### src/rtl/mem_stage_lsu.sv
// Memory-stage load/store unit: single-cycle dmem path plus a handshaked peripheral path with timeout.
// Optional build macro LSU_MISALIGN_TRAP_EN adds misaligned-access suppression and the MisalignM output.
module mem_stage_lsu #(
    parameter int TIMEOUT_CYCLES = 255,
    parameter int TMO_W          = 8
) (
    input  logic        clk,
    input  logic        rst,
    input  logic        MemReadM,
    input  logic        MemWriteM,
    input  logic        IsPerM,
    input  logic [1:0]  MemSizeM,
    input  logic        LoadUnsignedM,
    input  logic [31:0] ALUResultM,
    input  logic [31:0] WriteDataM,
    output logic [31:0] dmem_addr,
    output logic [31:0] dmem_wdata,
    output logic [3:0]  dmem_wstrb,
    output logic        dmem_we,
    input  logic [31:0] dmem_rdata,
    output logic        per_req,
    output logic        per_we,
    output logic [31:0] per_addr,
    output logic [31:0] per_wdata,
    output logic [3:0]  per_wstrb,
    input  logic        per_ready,
    input  logic [31:0] per_rdata,
    output logic [31:0] ReadDataM,
    output logic        LsuStallM,
`ifdef LSU_MISALIGN_TRAP_EN
    output logic        MisalignM,
`endif
    output logic        BusErrM
);

    typedef enum logic [1:0] {IDLE, REQ, DONE} lsuState_t;

    lsuState_t         state;
    logic [TMO_W-1:0]  tmoCnt;
    logic [31:0]       capWord;
    logic              errFlag;
    logic              misalign;
    logic              perStart;
    logic [31:0]       laneData;
    logic [3:0]        laneStrb;
    logic [31:0]       srcWord;
    logic [31:0]       shifted;

`ifdef LSU_MISALIGN_TRAP_EN
    assign misalign = (MemReadM | MemWriteM) &
                      (((MemSizeM == 2'b01) & ALUResultM[0]) | (MemSizeM[1] & (|ALUResultM[1:0])));
    assign MisalignM = misalign;
`else
    assign misalign = 1'b0;
`endif

    assign perStart = IsPerM & (MemReadM | MemWriteM) & ~misalign;

    // Store lane replication; strobes wrap within the word for unaligned sizes.
    // NOTE: every always_comb output gets a default first so no latch is inferred.
    always_comb begin
        laneData = WriteDataM;
        laneStrb = 4'b1111;
        case (MemSizeM)
            2'b00: begin
                laneData = {4{WriteDataM[7:0]}};
                laneStrb = 4'b0001 << ALUResultM[1:0];
            end
            2'b01: begin
                laneData = {2{WriteDataM[15:0]}};
                laneStrb = ALUResultM[1] ? 4'b1100 : 4'b0011;
            end
            default: ;
        endcase
        if (!MemWriteM || misalign)
            laneStrb = 4'b0000;
    end

    assign dmem_addr  = {ALUResultM[31:2], 2'b00};
    assign dmem_wdata = laneData;
    assign dmem_wstrb = laneStrb;
    assign dmem_we    = MemWriteM & ~IsPerM & ~misalign;

    assign srcWord = IsPerM ? capWord : dmem_rdata;
    assign shifted = srcWord >> {ALUResultM[1:0], 3'b000};

    always_comb begin
        ReadDataM = shifted;
        case (MemSizeM)
            2'b00:   ReadDataM = {{24{~LoadUnsignedM & shifted[7]}}, shifted[7:0]};
            2'b01:   ReadDataM = {{16{~LoadUnsignedM & shifted[15]}}, shifted[15:0]};
            default: ;
        endcase
        if (!MemReadM || misalign)
            ReadDataM = 32'h0;
    end

    // Stall is gated by rst so an asynchronous reset mid-access releases it immediately.
    assign LsuStallM = rst & (((state == IDLE) & perStart) | (state == REQ));
    assign BusErrM   = (state == DONE) & errFlag;

    // NOTE: sequential state uses non-blocking assignments so all registers update together at the edge.
    always_ff @(posedge clk or negedge rst) begin
        if (!rst) begin
            state     <= IDLE;
            per_req   <= 1'b0;
            per_we    <= 1'b0;
            per_addr  <= 32'h0;
            per_wdata <= 32'h0;
            per_wstrb <= 4'b0000;
            capWord   <= 32'h0;
            tmoCnt    <= '0;
            errFlag   <= 1'b0;
        end else begin
            case (state)
                IDLE: begin
                    if (perStart) begin
                        state     <= REQ;
                        per_req   <= 1'b1;
                        per_we    <= MemWriteM;
                        per_addr  <= ALUResultM;
                        per_wdata <= laneData;
                        per_wstrb <= laneStrb;
                        tmoCnt    <= '0;
                        errFlag   <= 1'b0;
                    end
                end
                REQ: begin
                    tmoCnt <= tmoCnt + 1'b1;
                    if (per_ready) begin
                        capWord <= per_rdata;
                        per_req <= 1'b0;
                        state   <= DONE;
                    end else if (tmoCnt == TMO_W'(TIMEOUT_CYCLES - 1)) begin
                        capWord <= 32'h0;
                        errFlag <= 1'b1;
                        per_req <= 1'b0;
                        state   <= DONE;
                    end
                end
                DONE: begin
                    errFlag <= 1'b0;
                    state   <= IDLE;
                end
                default: state <= IDLE;
            endcase
        end
    end

endmodule

### config.mk
export PLATFORM = sky130hd
export DESIGN_NAME = mem_stage_lsu
export DESIGN_NICKNAME = d
export VERILOG_FILES = /design/src/rtl/mem_stage_lsu.sv
export SDC_FILE = /design/constraint.sdc
export NUM_CORES = 1
export LEC_CHECK = 0
export BUFFER_PORTS_ARGS = -buffer_cell sky130_fd_sc_hd__buf_4
export CELL_PAD_IN_SITES_DETAIL_PLACEMENT = 1
export CELL_PAD_IN_SITES_GLOBAL_PLACEMENT = 1
export CORE_MARGIN = 2
export CORE_UTILIZATION = 34
export CTS_CLUSTER_SIZE = 25
export DETAILED_ROUTE_END_ITERATION = 8
export PLACE_DENSITY = 0.8
export REMOVE_ABC_BUFFERS = 1
export SYNTH_ARGS = -nofsm -noshare
export SYNTH_HDL_FRONTEND = slang
export SYNTH_SLANG_ARGS = --single-unit
export TNS_END_PERCENT = 50
### constraint.sdc
create_clock -name clk -period 1.8 [get_ports clk]
set_input_delay 0.18 -clock clk [delete_from_list [all_inputs] [get_ports clk]]
set_output_delay 0.18 -clock clk [all_outputs]
set_load 0.01 [all_outputs]
* Word-level counts from Yosys, hierarchy flattened
Index checks and enable logic that the tools add are counted.
** Storage, ports and cells
- Flip-flop bits (word level) :: 113
- Input port bits :: 137
- Output and inout port bits :: 173
** Cells by class
- Add/sub/neg operators :: 1
- Equal/unequal tests :: 8
- Shifts and indexed selects :: 2
- Mux-type cells :: 23
- Bitwise gates (word level) :: 11
- Reduce and logical (&&, ||, !) cells :: 11
** Operator list (number)
- $mux W32 :: 4
- $pmux W32 S2 :: 2
- $shr A32 B5 Y32 :: 1
- $pmux W8 S2 :: 1
- $add A8 B1 Y8 const B :: 1
- $eq A8 B8 Y1 const B :: 1
- $mux W4 :: 2
- $mux W8 :: 1
- $pmux W4 S2 :: 1
- $reduce_and A2 Y1 :: 4
- $and A1 B1 Y1 :: 7
- $mux W1 :: 6
- $mux W2 :: 3
- $eq A2 B1 Y1 const B :: 2
- $logic_not A2 Y1 :: 2
- $ne A2 B2 Y1 const B :: 2
- $pmux W2 S2 :: 1
- $reduce_and A4 Y1 :: 1
- $reduce_bool A2 Y1 :: 2
- $shl A1 B2 Y4 const A :: 1
- $ne A3 B2 Y1 const B :: 1
- $pmux W1 S3 :: 1
- $reduce_and A3 Y1 :: 1
- $reduce_bool A3 Y1 :: 1
- 5 further kinds :: 7

* Longest topological paths before layout
Gate-level depths: netlist of run 1.
- Word-level depth :: 5
- Gate-level depth with buffers :: 7

* Worst setup path before layout of run 1
OpenSTA, ideal clock, no wires.
- Path kind :: register to register
- Start :: register tmoCnt[0]
- End :: register capWord[23]
- Arrival :: 1.393 ns
- Setup slack :: 0.286 ns
- Stages on the path, launching flop included :: 8
- Cells stage by stage :: dfrtp_1 inv_1 ha_1 nand4_1 o21bai_1 nand2_1 clkbuf_1 a22o_1
** Between the ends
- Cells in the longest elaborated chain, start to end :: 3
** RTL lines
- start: declaration :: RTL line 39 : logic [TMO_W-1:0] tmoCnt;
- start signal: assignment :: RTL line 129 : tmoCnt <= tmoCnt + 1'b1;
- $eq A8 B8 Y1 :: RTL line 134 : end else if (tmoCnt == TMO_W'(TIMEOUT_CYCLES - 1)) begin
- $reduce_bool A2 Y1 (no source line)
- $reduce_and A2 Y1 (no source line)
- end signal: assignment :: RTL line 131 : capWord <= per_rdata;
- end: declaration :: RTL line 40 : logic [31:0] capWord;
Every way passes these cells.
A chain may end at the register's enable or synchronous reset.

* Worst setup path after layout of run 1
- Start :: register capWord[15]
- End :: output ReadDataM[16]
** Between the ends
- Cells in the longest elaborated chain, start to end :: 5
** RTL lines
- $mux W32 * :: RTL line 84 : assign srcWord = IsPerM ? capWord : dmem_rdata;
- $shr A32 B5 Y32 * :: RTL line 85 : assign shifted = srcWord >> {ALUResultM[1:0], 3'b000};
- $and A1 B1 Y1 (on tied branches) :: RTL line 91, 90
- $pmux W32 S2 * :: RTL line 89 : case (MemSizeM)
- $mux W32 * :: RTL line 94 : if (!MemReadM || misalign)
- end: declaration :: RTL line 28 : output logic [31:0] ReadDataM,
Every way passes the cells marked *; elsewhere a longest branch is shown, timed or not.

==> impl_metrics.yaml, run 1 <==
die:
  coreArea_sq_um: 18100
  die_h_microns: 140
  dieArea_sq_um: 19600
  pin_count: 310
  rows: 49
  start_util_pct: 34.8
  die_x_microns: 140
power:
  p_int_mw: 7.62
  powerDensity_nw_per_um2: 1150
  switching_share_pct: 35.0
  p_leak_nw: 5.11
  switchingPower_mw: 4.10
  clockPowerShare_pct: 27.9
  p_seq_share_pct: 34.6
  finalPower_mw: 11.7
  ir_drop_mv: 0.623
  combinationalPowerShare_pct: 37.5
critical_path:
  crit_arrival_ns: 1.89
  worst_path_max_delay_cell: "dfrtp_1"
  crit_path_start_kind: "register"
  critPathMaxFanout: 16
  end_kind: "primary output"
  worstPathCellList: "mux2i_4, o41ai_4, a31oi_4, buf_12, a211oi_2, buf_4"
  cp_top_family: "compound AO/OA/AOI/OAI gates"
  cpPeakStageDelay_ns: 0.39
  critical_path_class: "reg -> out"
  path_buf_inv: 2
  required_ns: 1.62
grt:
  grt_util_met3_pct: 5.78
  grt_pass1_wl_microns: 40700
  antenna_found_initial: 0
  grt.total_usage_pct: 26.9
  grt_overflow: 0
  met2_usage_pct: 48.4
  busiest_layer: "met2"
  grt_start_max_net_pins: 114
  grt_pass1_vias: 7219
  use_met1_pct: 31.6
sta:
  clock_skew_ns: 0.0111
  setup_viol: 24
  slew_violations: 0
  finalWorstSetupSlack_ns: -0.272
  rsz0062_at_grt: "true"
  fin_crit_ns: 2.07
  hold_viol: 0
  relSlewSlack_pct: 57.9
  max_freq_mhz: 483
  fin_crit_sh_pct: 115
  tightest_slew_ns: 0.632
layout:
  final_util_pct: 56.1
  nNetsFinal: 1151
  multiInputGateArea_sq_um: 3050
  syn2layout_area_growth_pct: 61.4
  diodes: 0
  drive_above_1_share_pct: 45.2
  final_area_sq_um: 10200
  seqCellArea_sq_um: 2830
  fillers: 2029
routing:
  drtAntennaViolNets: 0
  drtPass1Iterations: 9
  totalWireLength_microns: 26500
  drc: 23
  wl_per_cell_microns: 21.1
  drtIter0Drc: 294
  vias_per_cell: 5.17
  vias: 6477
cts:
  clock_sinks: 113
  cts_inserted_buffers: 17
  cts.path.max_buffers: 2
  root_buffer: "clkbuf_16"
  clock_latency_ns: 0.43
  clkSlewWorstSetupHoldPaths_ns: 0.06
  cts-htree-levels: 4
  cts_tree: "built"
synthesis:
  synth_cell_types: 47
  synth-seq-cells: 113
  synth-edff-count: 0
  async_flop_share_pct: 100
  yosys_warnings: 0
  syn_area_sq_um: 6290
  synth_area_leaders: "dfrtp_1, nand2_1, buf_4"
  ys.flop_type: "dfrtp_1"
  avgSynthCellArea_sq_um: 9.53
  synth.top_cell.area_share_pct: 45.0
  postSynthCellCount: 660
  yosys.area.top_type: "dfrtp_1"
  yosysSeqAreaShare_pct: 45.0
place:
  hpwl_microns: 18100
  port_buffers: 307
  placed_cell_area_sq_um: 8750
  place_ws_ns: -0.0918
  gp_routability_congestion: 0.835
run:
  max_cap_viol_count: 0
worst_hold_path:
  hp-class: "in -> reg"
run_status:
  status: "finished, violations left"
  violations: "DRC, setup timing"
-- layer usage --
layer,up-vias,routed length [microns]
li1,2926,-
met4,0,790
met2,304,13700
met5,-,0
met1,3197,10200
met3,50,1730
-- registers in the layout, summed over array words and instances, names as in the netlist, 2 cells and up --
name       cells
capWord       32
per_addr      32
per_wdata     32
per_wstrb      4
state          2
tmoCnt         8
-- synthesized netlist by cell type, types with 2 or more instances --
master	instances
nand2_1	209
mux2_2	28
a211oi_2	2
ha_1	2
a31oi_1	3
nand2b_1	4
o22ai_1	4
buf_4	46
buf_6	6
dfrtp_1	113
mux2i_1	33
clkbuf_1	14
and3_1	2
o21ai_0	36
a211oi_1	6
a21oi_1	34
nor2b_1	5
o21a_1	2
nand4_1	4
o21ai_1	2
mux4_2	14
a22o_1	32
clkinv_1	3
inv_1	5
nor2_1	10
nand3_1	4
buf_2	17
-- power groups by stage --
stage / Sequential [mW] / Clock [mW] / Combinational, mW
2_1_floorplan: 4.19 / 0 / 1.53
3_3_place_gp: 4.02 / 0 / 3.97
3_5_place_dp: 4.06 / 0 / 4.08
4_1_cts: 4.04 / 3.33 / 4.29
5_1_grt: 4.17 / 3.43 / 4.73
6_report: 4.05 / 3.27 / 4.40
-- path summary, 6_finish.rpt --
check	startpoint	endpoint	slack, ns	cells after the start
setup / recovery	capWord[15]	ReadDataM[16]	-0.27	6
hold / removal	per_rdata[30]	capWord[30]	0.009	2
setup reg to reg	tmoCnt[1]	capWord[2]	0.14	6
hold reg to reg	tmoCnt[7]	tmoCnt[7]	0.47	1
max in group asynchronous	rst	state[0]	0.85	3
min in group asynchronous	rst	per_wstrb[1]	0.45	3
-- per-stage QoR --
step	hold slack, ns	setup TNS (ns)	cells
after CTS	0.00130	-6.43	1250
after global routing	0.0103	-7.55	1254
after detailed placement	0.387	-0.562	1154
after floorplan	-0.116	-73.42	578
final	0.00904	-5.53	1254
after global placement	0.382	-0.346	1154
-- logic make-up after synthesis --
logic type / synth area share, %
fa+ha+maj: 0.398
flops: 45.0
mux: 15.5
xor+xnor: 0.139
simple gates: 15.7
compound gates: 13.9
other cells: 0.0596
buf+inv: 9.29
-- worst register-to-register path: cells and delay by family, from the launching register on --
kind            cells  cell delay, ns
buf+inv             1            0.22
compound gates      2            0.42
fa+ha+maj           1            0.18
flops               1            0.43
simple gates        2            0.28
-- cell usage in the layout (no fill, tap or decap), types with 9 or more instances in the layout --
cell type and instances:
a21oi_1 28, a22o_1 32, buf_12 9, buf_4 342, clkbuf_16 17, dfrtp_1 112
dlygate4sd3_1 63, mux2_2 28, mux2i_1 30, mux4_2 14, nand2_1 207, nor2_1 10
o21ai_0 29
-- final cells by class --
class	count	area share, %
Inverter	9	0.333
Clock buffer	18	4.32
Sequential cell	113	27.9
Multi-Input combinational cell	456	30.0
Tap cell	229	2.82
Clock inverter	14	1.29
Timing Repair Buffer	415	33.4
-- what timing repair did --
item                                   4_1_cts  5_1_grt
pin swaps                                   10        5
endpoints found under the hold margin      175        0
setup endpoints to repair                   28       33
cloned                                       0        0
hold buffers                                63        0
resized for setup                           20       20
buffers inserted                             1        4
Power figures use the tool's default switching activity.
==> run 2: changes to the inputs <==
Settings changed: ABC_AREA from default to 1, CORE_UTILIZATION 34 to 32, PLACE_DENSITY 0.8 to 0.79.
==> impl_metrics.yaml, run 2 <==
sta:
  hold_viol: 0
  tightest_slew_ns: 0.776
  max_freq_mhz: 499
  finalWorstSetupSlack_ns: -0.203
  fin_crit_sh_pct: 111
  hold_slack_ns: 0.0102
  fin_crit_ns: 2.00
  setup_viol: 24
  relSlewSlack_pct: 48.2
  clock_skew_ns: 0.00869
  slew_violations: 0
  rsz0062_at_grt: "true"
power:
  ir_drop_mv: 0.617
  powerDensity_nw_per_um2: 1130
  p_leak_nw: 5.37
  finalPower_mw: 11.4
grt:
  grt_start_max_net_pins: 114
  antenna_found_initial: 0
  grt_pass1_wl_microns: 43000
  grt_overflow: 0
  grt_pass1_vias: 7780
  grt.total_usage_pct: 25.7
synthesis:
  yosys_warnings: 0
  postSynthCellCount: 909
  synth_area_leaders: "dfrtp_1, nand2_1, nand3_1"
  synth-seq-cells: 113
  ys.flop_type: "dfrtp_1"
  avgSynthCellArea_sq_um: 7.12
  async_flop_share_pct: 100
  synth_commonest_cells: "nand2_1, dfrtp_1, nand3_1"
  yosysMostFrequentCell: "nand2_1"
  yosys.area.top_type: "dfrtp_1"
  syn_area_sq_um: 6470
  synth_cell_types: 31
  synth-edff-count: 0
  synth.top_cell.area_share_pct: 43.7
  yosysSeqAreaShare_pct: 43.7
place:
  hpwl_microns: 19900
  gp_routability_congestion: 0.920
  place_ws_ns: -0.0304
  port_buffers: 307
  placed_cell_area_sq_um: 8900
layout:
  fillers: 2515
  final_common_cell: "nand2_1"
  reg_top3: "capWord (32), per_addr (32), per_wdata (32)"
  nNetsFinal: 1362
  drive_above_1_share_pct: 35.4
  syn2layout_area_growth_pct: 55.8
  seqCellArea_sq_um: 2830
  final_cell_mix: "nand2_1, buf_4, dfrtp_1"
  diodes: 0
  final_area_sq_um: 10100
  final_util_pct: 50.3
  multiInputGateArea_sq_um: 2960
cts:
  cts_inserted_buffers: 17
  clock_sinks: 113
  clock_latency_ns: 0.42
  clkSlewWorstSetupHoldPaths_ns: 0.05
  root_buffer: "clkbuf_16"
  cts.path.max_buffers: 2
  cts-htree-levels: 4
  cts_tree: "built"
critical_path:
  critPathMaxFanout: 8
  crit_path_start_kind: "register"
  critical_path_class: "reg -> out"
  end_kind: "primary output"
  crit_arrival_ns: 1.82
  required_ns: 1.62
run_status:
  violations: "setup timing"
  status: "finished, violations left"
die:
  coreArea_sq_um: 20000
  die_h_microns: 146
  rows: 52
  dieArea_sq_um: 21400
  start_util_pct: 32.3
  die_x_microns: 146
  pin_count: 310
worst_hold_path:
  hp-class: "in -> reg"
routing:
  drtPass1Iterations: 4
  vias: 7349
  wl_per_cell_microns: 18.7
  drc: 0
  drtIter0Drc: 363
  vias_per_cell: 4.88
  drtAntennaViolNets: 0
  totalWireLength_microns: 28200
run:
  max_cap_viol_count: 0
## run 2: repair_timing
action                     CTS  global route
setup buffers                2             2
pin swaps                    1             6
hold buffers                41             0
cloned                       0             1
hold endpoints to repair   153             0
gates resized for setup     20            17
setup endpoints to repair   25            30
## run 2: cells by family after synthesis
group                    synth area share, %
AO/OA/AOI/OAI                           12.0
adder cells (fa/ha/maj)                0.387
buffers and inverters                   12.7
flip-flops                              43.7
other                                 0.0580
AND/OR/NAND/NOR                         31.2
## run 2: path summary, 6_finish.rpt
kind                          startpoint       endpoint  cells past startpoint  slack [ns]
min                        per_rdata[18]    capWord[18]                      3        0.01
min reg2reg                per_wdata[16]  per_wdata[16]                      2        0.48
max in group asynchronous            rst    capWord[15]                      3        0.86
max reg2reg                    tmoCnt[0]    capWord[24]                      8        0.17
max                          capWord[15]  ReadDataM[21]                      8       -0.20
min in group asynchronous            rst     capWord[1]                      3        0.35
## run 2: per-layer routing
metal | up-vias | track usage (%) | wire, microns
met1 | 3619 | 31.4 | 11600
met5 | - | 0 | 0
met3 | 58 | 5.22 | 1230
li1 | 3464 | - | -
met2 | 208 | 44.5 | 14400
met4 | 0 | 10.7 | 983
## run 2: layout make-up
class / count / share of cell area, %
clock buffer: 18 / 4.36
clock inverter: 14 / 1.29
inverter: 67 / 2.50
multi-input combinational: 639 / 29.4
sequential: 113 / 28.1
tap: 270 / 3.35
timing repair buffer: 385 / 31.1
## run 2: stage by stage
| stage | instances | setup TNS [ns] |
|---|---|---|
| CTS | 1503 | -2.93 |
| detailed placement | 1428 | -0.156 |
| floorplan | 819 | -80.07 |
| global route | 1506 | -5.61 |
| global placement | 1428 | 0 |
| finish | 1506 | -3.48 |
## run 2: worst max-delay path, cell delays in order, from the launching register on
cell,delay (ns)
dfrtp_1,0.37
inv_2,0.07
nand2_2,0.06
nand3_1,0.13
nand3_4,0.10
a21oi_4,0.26
clkbuf_16,0.22
a21oi_2,0.06
buf_4,0.14
## run 2: where the power goes
group          internal (mW)  switching [mW]  leakage (nW)  total, mW
clock network           1.95            1.33         0.266       3.27
logic                   1.86            2.36          3.69       4.21
registers               3.43           0.518          1.41       3.94
